[config.mk]
export PLATFORM = sky130hd
export DESIGN_NAME = mips_uart_tx_mmio
export DESIGN_NICKNAME = d
export VERILOG_FILES = /design/src/rtl/mips_uart_tx_mmio.sv
export SDC_FILE = /design/constraint.sdc
export NUM_CORES = 1
export LEC_CHECK = 0
export CAP_MARGIN = 25
export CORE_AREA = 4 4 100 83
export CTS_CLUSTER_DIAMETER = 150
export DETAILED_ROUTE_END_ITERATION = 10
export DIE_AREA = 0 0 104 87
export MAX_ROUTING_LAYER = met4
export PLACE_DENSITY_LB_ADDON = 0.1
export SYNTH_ARGS = -nofsm -noshare
export SYNTH_HDL_FRONTEND = slang
export SYNTH_SLANG_ARGS = --single-unit
[constraint.sdc]
create_clock -name clk -period 6.8 [get_ports clk]
set_clock_uncertainty 0.15 [all_clocks]
set_input_delay 1.36 -clock clk [delete_from_list [all_inputs] [get_ports clk]]
set_output_delay 1.36 -clock clk [all_outputs]
set_load 0.02 [all_outputs]
[src/rtl/mips_uart_tx_mmio.sv]
// mips_uart_tx_mmio: data-bus mapped UART transmitter with a byte FIFO (8N1).
// Define UART_TX_PARITY_EN to insert an even-parity bit before the stop bit.
module mips_uart_tx_mmio #(
   parameter int unsigned BAUD_DIV    = 434,
   parameter int unsigned FIFO_DEPTH  = 4,
   parameter logic [31:0] DATA_ADDR   = 32'h1001_0024,
   parameter logic [31:0] STATUS_ADDR = 32'h1001_0028
) (
   input  logic        clk,
   input  logic        reset,
   input  logic [31:0] Address,
   input  logic [31:0] WriteData,
   input  logic        MemWrite,
   input  logic        MemRead,
   output logic [31:0] ReadData,
   output logic        Hit,
   output logic        TxD,
   output logic        TxBusy
);
   localparam int PW = $clog2(FIFO_DEPTH);
   localparam int CW = PW + 1;
   localparam int BW = $clog2(BAUD_DIV);
   localparam logic [BW-1:0] BAUD_TOP = BW'(BAUD_DIV - 1);
   localparam logic [CW-1:0] DEPTH_C  = CW'(FIFO_DEPTH);

`ifdef UART_TX_PARITY_EN
   typedef enum logic [2:0] {IDLE, START, DATA, PARITY, STOP} state_t;
`else
   typedef enum logic [1:0] {IDLE, START, DATA, STOP} state_t;
`endif

   state_t        state_q, state_d;
   logic [BW-1:0] baud_q, baud_d;
   logic [2:0]    bit_q, bit_d;
   logic [7:0]    shift_q, shift_d;
   logic          txd_q, txd_d;
   logic          busy_q, busy_d;
   logic          ovf_q, ovf_d;
   logic [CW-1:0] count_q, count_d;
   logic [PW-1:0] wr_ptr_q, rd_ptr_q;
   logic [7:0]    fifo_q [FIFO_DEPTH];

   logic hit_data, hit_stat, full, empty;
   logic pop, push_req, push, baud_zero;
   logic [31:0] status;
   logic unused_wdata;

   assign hit_data  = (Address == DATA_ADDR);
   assign hit_stat  = (Address == STATUS_ADDR);
   assign Hit       = hit_data || hit_stat;
   assign full      = (count_q == DEPTH_C);
   assign empty     = (count_q == '0);
   assign pop       = (state_q == IDLE) && !empty;
   assign push_req  = MemWrite && hit_data;
   // A full FIFO still accepts a byte when the head leaves this cycle
   assign push      = push_req && (!full || pop);
   assign baud_zero = (baud_q == '0);
   assign unused_wdata = ^WriteData[31:8];

   always_comb begin
      count_d = count_q;
      unique case ({push, pop})
         2'b10:   count_d = count_q + CW'(1);
         2'b01:   count_d = count_q - CW'(1);
         default: count_d = count_q;
      endcase
      ovf_d = ovf_q;
      if (MemWrite && hit_stat && WriteData[3])
         ovf_d = 1'b0;
      if (push_req && !push)
         ovf_d = 1'b1;
   end

   always_comb begin
      state_d = state_q;
      baud_d  = baud_q;
      bit_d   = bit_q;
      shift_d = shift_q;
      txd_d   = 1'b1;
      if (state_q != IDLE)
         baud_d = baud_zero ? BAUD_TOP : baud_q - BW'(1);
      unique case (state_q)
         IDLE: begin
            if (pop) begin
               state_d = START;
               baud_d  = BAUD_TOP;
               shift_d = fifo_q[rd_ptr_q];
            end
         end
         START: begin
            txd_d = 1'b0;
            if (baud_zero) begin
               state_d = DATA;
               bit_d   = 3'd0;
            end
         end
         DATA: begin
            txd_d = shift_q[bit_q];
            if (baud_zero) begin
               if (bit_q == 3'd7)
`ifdef UART_TX_PARITY_EN
                  state_d = PARITY;
`else
                  state_d = STOP;
`endif
               else
                  bit_d = bit_q + 3'd1;
            end
         end
`ifdef UART_TX_PARITY_EN
         PARITY: begin
            txd_d = ^shift_q;
            if (baud_zero)
               state_d = STOP;
         end
`endif
         STOP: begin
            txd_d = 1'b1;
            if (baud_zero)
               state_d = IDLE;
         end
         default: state_d = IDLE;
      endcase
      busy_d = (count_d != '0) || (state_d != IDLE);
   end

   always_ff @(posedge clk) begin
      if (!reset) begin
         state_q  <= IDLE;
         baud_q   <= '0;
         bit_q    <= '0;
         shift_q  <= '0;
         txd_q    <= 1'b1;
         busy_q   <= 1'b0;
         ovf_q    <= 1'b0;
         count_q  <= '0;
         wr_ptr_q <= '0;
         rd_ptr_q <= '0;
      end else begin
         state_q  <= state_d;
         baud_q   <= baud_d;
         bit_q    <= bit_d;
         shift_q  <= shift_d;
         txd_q    <= txd_d;
         busy_q   <= busy_d;
         ovf_q    <= ovf_d;
         count_q  <= count_d;
         if (push)
            wr_ptr_q <= wr_ptr_q + PW'(1);
         if (pop)
            rd_ptr_q <= rd_ptr_q + PW'(1);
      end
   end

   always_ff @(posedge clk) begin
      if (push)
         fifo_q[wr_ptr_q] <= WriteData[7:0];
   end

   always_comb begin
      status      = '0;
      status[0]   = full;
      status[1]   = empty;
      status[2]   = (state_q != IDLE);
      status[3]   = ovf_q;
      status[8:4] = 5'(count_q);
`ifdef UART_TX_PARITY_EN
      status[9]   = 1'b1;
`endif
   end

   assign ReadData = (MemRead && hit_stat) ? status : 32'h0;
   assign TxD      = txd_q;
   assign TxBusy   = busy_q;
endmodule

Word level (Yosys, flattened, before mapping)
Memories as Yosys holds them, arrays and structs flattened. A register that Yosys moved wholly into a read port is not among the register bits.
Cells that the tools add are included.
W data, S select, Z words.
{"block": "word_totals", "regBits": 24, "mem_bits_rw": 32, "in_bits": 68, "output_inout_bits": 35, "elab_cells": 76, "n_memories": 1}
{"block": "classes", "n_addsub": 6, "n_lt_le_gt_ge": 1, "n_eq_ne": 12, "n_mux": 23, "reduce_logical": 24}
{"memory": "fifo_q", "words": 4, "width": 8, "rd": 1, "rd_ports_with_merged_regs": 1, "wr": 1, "line_no": "41", "text": "logic [7:0] fifo_q [FIFO_DEPTH];"}
{"op": "$eq A32 B29 Y1 const B", "count": 2}
{"op": "$mux W9", "count": 4}
{"op": "$pmux W3 S2", "count": 2}
{"op": "$mux W2", "count": 5}
{"op": "$logic_not A9 Y1", "count": 1}
{"op": "$mux W3", "count": 3}
{"op": "$sub A9 B1 Y9 const B", "count": 1}
{"op": "$pmux W2 S4", "count": 1}
{"op": "$reduce_bool A2 Y1", "count": 4}
{"op": "$logic_and A1 B1 Y1", "count": 7}
{"op": "$mux W7", "count": 1}
{"op": "$add A3 B1 Y3 const B", "count": 2}
{"op": "$eq A2 B2 Y1 const B", "count": 3}
{"op": "$eq A3 B3 Y1 const B", "count": 2}
{"op": "$ne A2 B2 Y1 const B", "count": 3}
{"op": "$mux W1", "count": 5}
{"op": "$add A2 B1 Y2 const B", "count": 2}
{"op": "$eq A2 B1 Y1 const B", "count": 2}
{"op": "$logic_not A1 Y1", "count": 4}
{"op": "$lt A3 B4 Y1 const B", "count": 1}
{"op": "$reduce_and A4 Y1", "count": 1}
{"op": "$bmux W1 S3", "count": 1}
{"op": "$logic_not A3 Y1", "count": 1}
{"op": "$logic_or A1 B1 Y1", "count": 3}
{"op": "5 further kinds", "count": 5}

Logic depth before layout (Yosys ltp)
{"block": "logic_depth", "word_depth": 9, "depth_mapped": 10, "mapped_depth_nobuf": 9}

Least setup slack after synthesis
OpenSTA, ideal clock, no wires.
{"block": "synth_path", "kind": "input to output", "from": "in Address[27]", "to": "out ReadData[0]", "arrival_ns": 2.441, "required_ns": 5.290, "path_slack_ns": 2.849, "cell_stages": 5, "path_buffers": 0, "cell_sequence": "nor4b_2 -> nand4_1 -> nor2_1 -> and3_1 -> and3_1"}
{"block": "synth_via", "elab_chain_cells": 3}
{"element": "start, declared", "line_no": "11", "text": "input logic [31:0] Address,"}
{"element": "$eq A32 B29 Y1", "line_no": "49", "text": "assign hit_stat = (Address == STATUS_ADDR);"}
{"element": "$logic_and A1 B1 Y1", "line_no": "172", "text": "assign ReadData = (MemRead && hit_stat) ? status : 32'h0;"}
{"element": "$mux W7", "line_no": "172"}
{"element": "end, declared", "line_no": "15", "text": "output logic [31:0] ReadData,"}
Every way passes these cells.

Worst setup path in the final report
{"block": "layout_path", "from": "in Address[21]", "to": "out ReadData[0]"}
The elaborated chain is that of the path after synthesis.

==> flow_metrics.env <==
export IMPL_status="finished, final reports clean"
export IMPL_min_period_ns=5.13
export IMPL_multiInputGateArea_um2=1440
export IMPL_end_kind="output port"
export IMPL_critPathMaxFanout=7
export IMPL_avgSynthCellArea_um2=11.1
export IMPL_tightestPinTransition_ns=0.799
export IMPL_hold_slack_ns=0.305
export IMPL_ys_types=49
export IMPL_cts_max_path_buffers=2
export IMPL_holdPathStages=2
export IMPL_dp_hpwl_mm=4.71
export IMPL_placed_area_um2=3710
export IMPL_fin_setup_tns_ns=0
export IMPL_grt_pass1_vias=2201
export IMPL_gp_congestion=0.802
export IMPL_synth_edf_count=32
export IMPL_initial_core_util_pct=44.0
export IMPL_min_from="shift_q[5]$_SDFFE_PN0P_"
export IMPL_maxCapViolCount=0
export IMPL_path_delay_family="simple AND/OR/NAND/NOR gates"
export IMPL_core_area_um2=7290
export IMPL_synthArstFlopShare_pct=0
export IMPL_r2r_slack_ns=3.75
export IMPL_wl_per_cell_um=14.4
export IMPL_hold_path_end="shift_q[5]$_SDFFE_PN0P_"
export IMPL_maxSlewHeadroom_pct=46.5
export IMPL_ctsHoldBuffers=0
export IMPL_regToRegStartpoint="state_q[1]$_SDFF_PN0_"
export IMPL_yosys_register_bits=64
export IMPL_worstSetupStartpointType="input port"
export IMPL_grt_max_degree=29
export IMPL_antenna_found_initial=0
export IMPL_wl_mm=6.30
export IMPL_critPathMaxStageDelay_ns=0.61
export IMPL_drc=0
export IMPL_post_cts_buffers=0
export IMPL_p_per_area_nw_per_um2=326
export IMPL_grt_usage_pct=15.2
export IMPL_drt_initial_drc_count=81
export IMPL_required_ns=5.29
export IMPL_postLayoutCellArea_um2=3890
export IMPL_final_seq_area_um2=1600
export IMPL_r2r_cells=7
export IMPL_fin_cells=437
export IMPL_critPathArrivalTime_ns=3.62
export IMPL_clock_latency_ns=0.33
export IMPL_io_pins=103
export IMPL_syn_area_um2=3210
export IMPL_port_buffers=53
export IMPL_peakVddDrop_uv=174
export IMPL_cts_buffers=9
export IMPL_min_path_type="flip-flop to flip-flop"
export IMPL_setup_ws_ns=1.67
export IMPL_synthCells=289
export IMPL_final_common_cell="clkdlybuf4s50_1"
export IMPL_finalSetupViolations=0
export IMPL_fp_dieArea_um2=9050
export IMPL_r2r_end="TxBusy$_SDFF_PN0_"
export IMPL_antenna_diode_count=0
export IMPL_die_h_um=87
export IMPL_path_class="input port to output port"
export IMPL_finalCritPeriodShare_pct=75.4
export IMPL_ctsResizeCount=0
export IMPL_drv_slew=0
export IMPL_vias_per_cell=5.06
export IMPL_layout_common_cells="clkdlybuf4s50_1, dfxtp_1, edfxtp_1"
export IMPL_area_growth_pct=21.1
export IMPL_rsz0062_at_grt="false"
export IMPL_cts_tree="done"
export IMPL_dp_slack_ns=1.68
export IMPL_die_width_um=104
export IMPL_cp_slowest_cell="clkdlybuf4s50_1"
export IMPL_crit_buf_inv=2
export IMPL_cts_sinks=64
export IMPL_firstDrtPassIters=4
export IMPL_ys_flop_type="edfxtp_1"
export IMPL_num_vias=2210
export IMPL_crit_cells=7
export IMPL_place_inst=422
export IMPL_h_tree_depth=3
export IMPL_fmax_mhz=195
export IMPL_final_layout_size_suffix_gt1_share_pct=11.0
export IMPL_hold_viol_final=0
export IMPL_yosys_warnings=0
export IMPL_cts_root_buf="clkbuf_8"
export IMPL_yosysSeqAreaShare_pct=49.9
export IMPL_cp_cell_sequence="clkdlybuf4s50_1, nor4_2, nand4_1, nor2_1, and3_1, and3_1, clkdlybuf4s50_1"
export IMPL_fin_nets=419
export IMPL_grt_overflow=0
export IMPL_clk_transition_reported_paths_ns=0.06
export IMPL_p_leak_nw=1.37
export IMPL_grt_pass1_wl_mm=10.6
export IMPL_fillers=669
export IMPL_rows=28
export IMPL_antenna_left=0
[routing by layer]
layer  track usage (%)  up-vias  wire length (µm)  share of wire (%)
met3              4.67        5               296                4.7
li1                  -     1108                 -                  -
met4              4.59        0                61               0.97
met1              20.3     1043              3060                 49
met2              22.4       54              2880                 46
met5                 -        -                 0                  0
[registers in the layout, summed over array words and instances, names as in the netlist]
| signal | flops |
|---|---|
| count_q | 3 |
| state_q | 2 |
| wr_ptr_q | 2 |
| baud_q | 9 |
| rd_ptr_q | 2 |
| fifo_q | 32 |
| ovf_q | 1 |
| shift_q | 8 |
| TxBusy | 1 |
| TxD | 1 |
| bit_q | 3 |
[worst max path at each step]
stage                   to  slack (ns)   startpoint
2_1_floorplan  ReadData[0]        2.85  Address[27]
3_3_place_gp   ReadData[0]        1.68  Address[24]
3_5_place_dp   ReadData[0]        1.68  Address[21]
4_1_cts        ReadData[0]        1.67  Address[21]
5_1_grt        ReadData[0]        1.52  Address[14]
6_report       ReadData[0]        1.67  Address[21]
[synthesized netlist by cell type (2+ instances only)]
| library cell | instances | area share [%] |
|---|---|---|
| buf_4 | 25 | 5.9 |
| nand3_1 | 6 | 0.94 |
| or3_1 | 2 | 0.39 |
| and2_1 | 8 | 1.6 |
| nand4_1 | 3 | 0.59 |
| nand2_1 | 31 | 3.6 |
| and3_1 | 9 | 1.8 |
| o21ai_0 | 5 | 0.78 |
| buf_2 | 3 | 0.47 |
| a22o_1 | 3 | 0.82 |
| mux4_2 | 10 | 7.0 |
| xnor2_1 | 8 | 2.2 |
| nor4_1 | 2 | 0.39 |
| a21oi_1 | 15 | 2.3 |
| inv_2 | 2 | 0.23 |
| nor4b_2 | 2 | 0.94 |
| edfxtp_1 | 32 | 30 |
| a211oi_1 | 2 | 0.47 |
| dfxtp_1 | 32 | 20 |
| a22oi_1 | 4 | 0.94 |
| nor3b_1 | 2 | 0.47 |
| nor4_2 | 6 | 2.3 |
| and4_1 | 2 | 0.55 |
| mux2i_1 | 5 | 1.6 |
| clkbuf_1 | 4 | 0.47 |
| inv_1 | 5 | 0.59 |
| xor2_1 | 2 | 0.55 |
| nor3_2 | 2 | 0.62 |
| ha_1 | 7 | 2.7 |
| nor2b_1 | 3 | 0.59 |
| nor2_1 | 25 | 2.9 |
| nor3_1 | 5 | 0.78 |
[cell families after synthesis]
family	after synthesis	synth area share (%)
DFF	64	49.9
other	1	0.117
AOI/OAI and AO/OA	37	7.45
muxes	16	8.93
buffers and inverters	41	8.07
xor gates and xnor gates	10	2.73
adders and majority gates	8	3.35
and+or+nand+nor	112	19.4
[worst min-delay path, cell delays in order (launching register included)]
cell	delay, ns
dfxtp_1	0.31
nand2_1	0.05
a21oi_1	0.05
[power breakdown]
group,internal (W),total (W),leakage (nW),switching (W)
Sequential,0.000459,0.000525,0.549,0.0000651
Combinational,0.000198,0.000442,0.730,0.000244
Clock,0.000166,0.000301,0.0868,0.000135
Total,0.000823,0.00127,1.37,0.000444
[stage by stage]
stage	util (%)	power, W
finish	53.3	0.00127
global placement	50.9	0.000969
floorplan	-	0.000871
global route	53.3	0.00137
detailed placement	50.9	0.000973
CTS	53.3	0.00128
[layout make-up]
type                    instances  area share, %
repair buffers                 53           13.7
clock inverters                 4           1.19
well taps                      90           2.90
flip-flops and latches         64           41.2
multi-input cells             208           37.0
inverters                       7          0.676
clock buffers                  11           3.38
(Power assumes the default switching activity.)
